--- config.mk ---
export PLATFORM = sky130hd
export DESIGN_NAME = wb_stage
export DESIGN_NICKNAME = d
export VERILOG_FILES = /design/src/rtl/wb_stage.sv
export SDC_FILE = /design/constraint.sdc
export NUM_CORES = 1
export LEC_CHECK = 0
export ABC_AREA = 1
export CAP_MARGIN = 20
export CORE_ASPECT_RATIO = 1.75
export CORE_MARGIN = 3
export CORE_UTILIZATION = 44
export CTS_BUF_LIST = sky130_fd_sc_hd__clkbuf_8
export DETAILED_ROUTE_END_ITERATION = 8
export PLACE_DENSITY = 0.85
export SETUP_SLACK_MARGIN = 0.2
export SYNTH_ARGS = -nofsm -noshare
export SYNTH_HDL_FRONTEND = slang
export SYNTH_SLANG_ARGS = --single-unit
--- constraint.sdc ---
create_clock -name Clk -period 3.2 [get_ports Clk]
set_input_delay 0.96 -clock Clk [delete_from_list [all_inputs] [get_ports Clk]]
set_output_delay 0.96 -clock Clk [all_outputs]
set_load 0.03 [all_outputs]
--- src/rtl/wb_stage.sv ---
// wb_stage: writeback stage of the five-stage MIPS pipeline.
//
// This stage sits on the consumer side of the MEM/WB pipeline register.
// It picks the GPR write data (HI/LO, load data or ALU result) and decides
// whether the write commits. Conditional moves (MOVN/MOVZ) and writes to $0
// never commit. The commit is registered onto the RF write port.
// The stage also owns the architectural HI/LO registers. It keeps a
// two-entry history of committed writes, which decode uses for forwarding.
//
// Ports:
//   Clk, Rst_n                     clock, asynchronous active-low reset
//   RegWriteIn, MoveNotZeroIn,     write/conditional-move control
//   DontMoveIn, ZeroIn
//   HiOrLoIn, MemToRegIn,          write-data select
//   HiLoToRegIn
//   HiLoWriteIn, RHiIn, RLoIn      HI/LO load strobes and values
//   ALUResultIn, ReadDataIn        candidate write data
//   WriteAddressIn                 destination GPR
//   RsAddr, RtAddr                 decode-stage forwarding lookup addresses
//   RFWriteEnable/Address/Data     registered register-file write port
//   HiOut, LoOut                   architectural HI/LO
//   RsHit/RsData, RtHit/RtData     combinational forwarding results
//   WriteCount                     wrapping count of committed GPR writes
module wb_stage #(
  parameter int CountWidth = 16
) (
  input  logic                  Clk,
  input  logic                  Rst_n,
  input  logic                  RegWriteIn,
  input  logic                  MoveNotZeroIn,
  input  logic                  DontMoveIn,
  input  logic                  HiOrLoIn,
  input  logic                  MemToRegIn,
  input  logic                  HiLoToRegIn,
  input  logic [1:0]            HiLoWriteIn,
  input  logic [31:0]           RHiIn,
  input  logic [31:0]           RLoIn,
  input  logic [31:0]           ZeroIn,
  input  logic [31:0]           ALUResultIn,
  input  logic [31:0]           ReadDataIn,
  input  logic [4:0]            WriteAddressIn,
  input  logic [4:0]            RsAddr,
  input  logic [4:0]            RtAddr,
  output logic                  RFWriteEnable,
  output logic [4:0]            RFWriteAddress,
  output logic [31:0]           RFWriteData,
  output logic [31:0]           HiOut,
  output logic [31:0]           LoOut,
  output logic                  RsHit,
  output logic                  RtHit,
  output logic [31:0]           RsData,
  output logic [31:0]           RtData,
  output logic [CountWidth-1:0] WriteCount
);

  logic                  rf_en_reg;
  logic [4:0]            rf_addr_reg;
  logic [31:0]           rf_data_reg;
  logic [31:0]           hi_reg;
  logic [31:0]           lo_reg;
  logic [CountWidth-1:0] count_reg;

  // History: e0 is the newest committed write, e1 the one before it.
  logic                  e0_valid_reg, e1_valid_reg;
  logic [4:0]            e0_addr_reg,  e1_addr_reg;
  logic [31:0]           e0_data_reg,  e1_data_reg;

  logic [31:0]           sel_data;
  logic                  move_ok;
  logic                  commit;

  // HI/LO reads use the current register values. A same-cycle HI/LO load
  // only becomes visible to mfhi/mflo from the next instruction.
  always_comb begin
    sel_data = ALUResultIn;
    if (HiLoToRegIn) begin
      sel_data = HiOrLoIn ? hi_reg : lo_reg;
    end else if (MemToRegIn) begin
      sel_data = ReadDataIn;
    end
  end

  assign move_ok = DontMoveIn | (MoveNotZeroIn ? (|ZeroIn) : ~(|ZeroIn));
  assign commit  = RegWriteIn & (|WriteAddressIn) & move_ok;

  always_ff @(posedge Clk or negedge Rst_n) begin
    if (!Rst_n) begin
      rf_en_reg   <= 1'b0;
      rf_addr_reg <= 5'd0;
      rf_data_reg <= 32'd0;
      count_reg   <= '0;
    end else begin
      rf_en_reg <= commit;
      if (commit) begin
        rf_addr_reg <= WriteAddressIn;
        rf_data_reg <= sel_data;
        count_reg   <= count_reg + CountWidth'(1);
      end
    end
  end

  // HI/LO loads are driven by the multiply/divide path and do not depend
  // on whether the GPR write commits.
  always_ff @(posedge Clk or negedge Rst_n) begin
    if (!Rst_n) begin
      hi_reg <= 32'd0;
      lo_reg <= 32'd0;
    end else begin
      if (HiLoWriteIn[1]) hi_reg <= RHiIn;
      if (HiLoWriteIn[0]) lo_reg <= RLoIn;
    end
  end

  always_ff @(posedge Clk or negedge Rst_n) begin
    if (!Rst_n) begin
      e0_valid_reg <= 1'b0;
      e0_addr_reg  <= 5'd0;
      e0_data_reg  <= 32'd0;
      e1_valid_reg <= 1'b0;
      e1_addr_reg  <= 5'd0;
      e1_data_reg  <= 32'd0;
    end else if (commit) begin
      e1_valid_reg <= e0_valid_reg;
      e1_addr_reg  <= e0_addr_reg;
      e1_data_reg  <= e0_data_reg;
      e0_valid_reg <= 1'b1;
      e0_addr_reg  <= WriteAddressIn;
      e0_data_reg  <= sel_data;
    end
  end

  // One lookup per source operand (gi = 0: rs, gi = 1: rt).
  genvar gi;
  generate
    for (gi = 0; gi < 2; gi++) begin : g_lookup
      logic [4:0]  addr_c;
      logic        hit_c;
      logic [31:0] data_c;

      assign addr_c = (gi == 0) ? RsAddr : RtAddr;

      // e0 is tested last so that the newer write overrides e1 when both
      // entries hold the same address.
      always_comb begin
        hit_c  = 1'b0;
        data_c = 32'd0;
        if (addr_c != 5'd0) begin
          if (e1_valid_reg && (e1_addr_reg == addr_c)) begin
            hit_c  = 1'b1;
            data_c = e1_data_reg;
          end
          if (e0_valid_reg && (e0_addr_reg == addr_c)) begin
            hit_c  = 1'b1;
            data_c = e0_data_reg;
          end
        end
      end

      if (gi == 0) begin : g_rs
        assign RsHit  = hit_c;
        assign RsData = data_c;
      end else begin : g_rt
        assign RtHit  = hit_c;
        assign RtData = data_c;
      end
    end
  endgenerate

  assign RFWriteEnable  = rf_en_reg;
  assign RFWriteAddress = rf_addr_reg;
  assign RFWriteData    = rf_data_reg;
  assign HiOut          = hi_reg;
  assign LoOut          = lo_reg;
  assign WriteCount     = count_reg;

endmodule

==> Implementation_results.wiki <==
{| class="wikitable"
! Metric !! Value
|-
| Post-detailed-placement half-perimeter wirelength || 24000 um
|-
| Crit path largest cell delay || 0.31 ns
|-
| Iter 0 DRT Violations || 848
|-
| Congestion Overflow GR || 0
|-
| Critical Path RT || 2.24 ns
|-
| Worst voltage drop across the vdd grid || 0.280 mV
|-
| Wire length of the first global-routing pass || 56200 um
|-
| Fraction of post-synthesis cell area in the top cell type by area || 0.455
|-
| Most common cell on crit path || sky130_fd_sc_hd__buf_4
|-
| Net count, final || 1686
|-
| Final worst setup slack || -0.453 ns
|-
| Maximum number of pins on one net before global-route repair || 55
|-
| Clock network latency to the later pin of the worst-skew pair || 0.45 ns
|-
| Clock Skews || 0.0145 ns
|-
| Syn Std Cell Area || 0.00864 mm2
|-
| Seq cells post-synth || 157
|-
| Violated checks || negative setup slack
|-
| Clock-pin slew of the registers on the worst-case setup and hold paths || 0.10 ns
|-
| Number of failing setup endpoints in the final timing report || 66
|-
| Endpoint kind of the worst setup timing path || output port
|-
| Number of sinks on the clock net || 157
|-
| Type of origin of the critical path || primary input
|-
| Count of vias placed by the detailed router || 10200
|-
| Number of top-level pins || 369
|-
| CP Cell Sequence || buf_8 > inv_6 > o22ai_4 > nor3_2 > nand3_2 > buf_12 > buf_4 > nand2_1 > o21ai_0 > nor2_1 > buf_4
|-
| Routed length on met2 || 20600 um
|-
| Detailed-route DRC error count || 0
|-
| Number of pins exceeding their max-slew limit in the final report || 0
|-
| Met3 Routed Length || 3290 um
|-
| Commonest non-fill, non-tap cell in the layout || sky130_fd_sc_hd__nand2_1
|-
| Tightest Pin Transition || 0.551 ns
|-
| Distinct cells, synth || 27
|-
| Vias in the first global route || 10200
|-
| Crit path DAT || 2.69 ns
|-
| Buffer and inverter count on the worst path || 5
|-
| Antenna violations before repair || 0
|-
| Unrepaired setup endpoints after global routing || yes
|-
| Critical path class || in -> out
|-
| Routed WL per cell || 22.8 um
|-
| Wl on met1 || 13500 um
|-
| Final min period || 3.65 ns
|-
| Depth of the worst register-to-register path || 8
|-
| Most area-consuming cells after synthesis || sky130_fd_sc_hd__dfrtp_1 45%, sky130_fd_sc_hd__nand2_1 16%, sky130_fd_sc_hd__mux2_2 8.3%
|-
| CP Max Fanout || 7
|-
| Levels on crit path || 11
|-
| Floorplan die height || 191 um
|-
| Post-route cell area || 0.0152 mm2
|-
| Syn_nets || 1306
|-
| Clock root buffer || sky130_fd_sc_hd__clkbuf_8
|-
| Area leader, netlist || sky130_fd_sc_hd__dfrtp_1
|-
| Total cell area at the placement stage || 0.0129 mm2
|-
| CTS Buf Count || 17
|-
| Deepest clock path buffer count || 2
|-
| Initial core utilization || 0.450
|-
| Mean Syn Cell Area || 7.72 um2
|-
| Result of the run || finished, violations left
|-
| Worst hold path class || in -> async
|-
| Final number of hold-violating endpoints || 0
|-
| Placement row count || 67
|-
| Global routing usage summed across all routing layers || 0.334
|-
| Mean number of vias per cell || 5.83
|-
| Fin crit share || 1.14
|-
| Syn. warnings || 0
|-
| Uppermost routed layer || met4
|-
| Antenna-violating nets left || 0
|-
| Total routed wirelength || 40000 um
|-
| Leading cell types in the layout, fill and taps excluded || 321 x sky130_fd_sc_hd__nand2_1, 290 x sky130_fd_sc_hd__clkdlybuf4s50_1, 156 x sky130_fd_sc_hd__dfrtp_1, 98 x sky130_fd_sc_hd__nand3_1, 72 x sky130_fd_sc_hd__buf_6
|-
| Overall die area || 0.0214 mm2
|-
| Crit path max-delay cell type || sky130_fd_sc_hd__nor2_1
|-
| PwrDens || 467 mW/mm2
|-
| Total iterations of the first detailed-routing run || 7
|-
| Final core utilization || 0.791
|-
| Tightest slew margin relative to the limit || 0.633
|-
| Final weighted congestion in routability-driven placement || 0.922
|-
| CP top delay family || simple AND/OR/NAND/NOR gates
|-
| Syn Inst Count || 1120
|-
| Area overhead of the layout relative to synthesis || 75.7%
|-
| Max Cap Viol || 0
|-
| Quantity of I/O buffers inserted on ports || 368
|-
| Depth of the CTS H-tree || 4
|-
| Placeable Area || 0.0192 mm2
|-
| X dimension of the die || 112 um
|-
| Static power due to leakage || 6.71 nW
|-
| Antenna fix cells || 0
|-
| Sequential element share of the synthesized area || 0.455
|-
| Layout cells sized above 1 || 0.297
|-
| Highest Clock Rate || 274 MHz
|-
| Clock tree from TritonCTS || yes
|-
| FF-to-FF setup slack || 1.16 ns
|}
## metrics by stage
step	total power [mW]	setup WS, ns	setup TNS [ns]	hold WS [ns]	cells
floorplan	3.80	0.116	0	0.442	1120
global placement	4.81	-0.470	-26.56	0.455	1688
detailed placement	4.86	-0.489	-28.20	0.458	1688
CTS	6.79	-0.210	-7.11	0.453	1747
global route	7.35	-0.498	-16.85	0.471	1754
finish	7.09	-0.453	-14.99	0.440	1754
## logic make-up after synthesis
kind of cell	synth area share
AOI/OAI and AO/OA	0.0976
xor gates and xnor gates	0.0182
adders and majority gates	0.00145
buffers and inverters	0.0654
DFF	0.455
muxes	0.0834
and+or+nand+nor	0.279
## worst reg2reg max path, cell delays in order (launching register included)
cell,delay (ns)
sky130_fd_sc_hd__dfrtp_1,0.54
sky130_fd_sc_hd__ha_1,0.28
sky130_fd_sc_hd__nand3_1,0.15
sky130_fd_sc_hd__nor2_1,0.18
sky130_fd_sc_hd__inv_1,0.10
sky130_fd_sc_hd__nor4_1,0.43
sky130_fd_sc_hd__nand2_1,0.13
sky130_fd_sc_hd__nand2_1,0.07
sky130_fd_sc_hd__nand2_1,0.05
## routing by layer
| metal | vias up | track usage |
|---|---|---|
| met1 | 4843 | 0.374 |
| met4 | 0 | 0.175 |
| met2 | 713 | 0.601 |
| met5 | - | 0 |
| met3 | 205 | 0.0592 |
| li1 | 4460 | - |
## final cells by class
cell class	count	area, um2
Clock buffer	19	262
Inverter	60	239
Tap cell	241	302
Fill cell	1131	4010
Timing Repair Buffer	438	4920
Sequential cell	157	3930
Multi-Input combinational cell	826	5410
Clock inverter	13	130
## final timing paths
check | from | end
max in group asynchronous | Rst_n | e0_data_reg[13]
max | RtAddr[1] | RtData[0]
max reg2reg | WriteCount[0] | WriteCount[12]
min | Rst_n | e1_addr_reg[2]
min in group Clk | e1_data_reg[29] | e1_data_reg[29]
min reg2reg | e1_data_reg[29] | e1_data_reg[29]
## what timing repair did
action	4_1_cts	5_1_grt
setup buffers	10	7
pin swaps	38	36
setup endpoints to repair	66	66
resized for setup	336	67
hold buffers	0	0
cloned	17	0
## cell usage after synthesis
library cell and number:
sky130_fd_sc_hd__dfrtp_1 157, sky130_fd_sc_hd__or2_2 1, sky130_fd_sc_hd__o21ai_1 1, sky130_fd_sc_hd__nand2_2 1
sky130_fd_sc_hd__nand3_1 100, sky130_fd_sc_hd__nand2_1 379, sky130_fd_sc_hd__mux2_2 64, sky130_fd_sc_hd__nand3_2 1
sky130_fd_sc_hd__o211ai_1 1, sky130_fd_sc_hd__buf_6 2, sky130_fd_sc_hd__buf_4 1, sky130_fd_sc_hd__o22ai_1 4
sky130_fd_sc_hd__nand4_1 6, sky130_fd_sc_hd__ha_1 1, sky130_fd_sc_hd__a21oi_1 36, sky130_fd_sc_hd__nor3_1 7
sky130_fd_sc_hd__xnor2_1 9, sky130_fd_sc_hd__xor2_1 9, sky130_fd_sc_hd__clkbuf_1 38, sky130_fd_sc_hd__nor2_1 104
sky130_fd_sc_hd__buf_1 10, sky130_fd_sc_hd__o21ai_0 69, sky130_fd_sc_hd__inv_2 1, sky130_fd_sc_hd__inv_1 59
sky130_fd_sc_hd__buf_2 26, sky130_fd_sc_hd__nor4_1 1, sky130_fd_sc_hd__a32oi_1 32
## power breakdown
group / total, mW / switching [mW] / internal (mW) / leakage [nW]
Combinational: 2.97 / 1.68 / 1.29 / 4.61
Clock: 1.48 / 0.811 / 0.672 / 0.186
Sequential: 2.64 / 0.393 / 2.25 / 1.92
Total: 7.09 / 2.89 / 4.21 / 6.71
(Power assumes the default switching activity.)
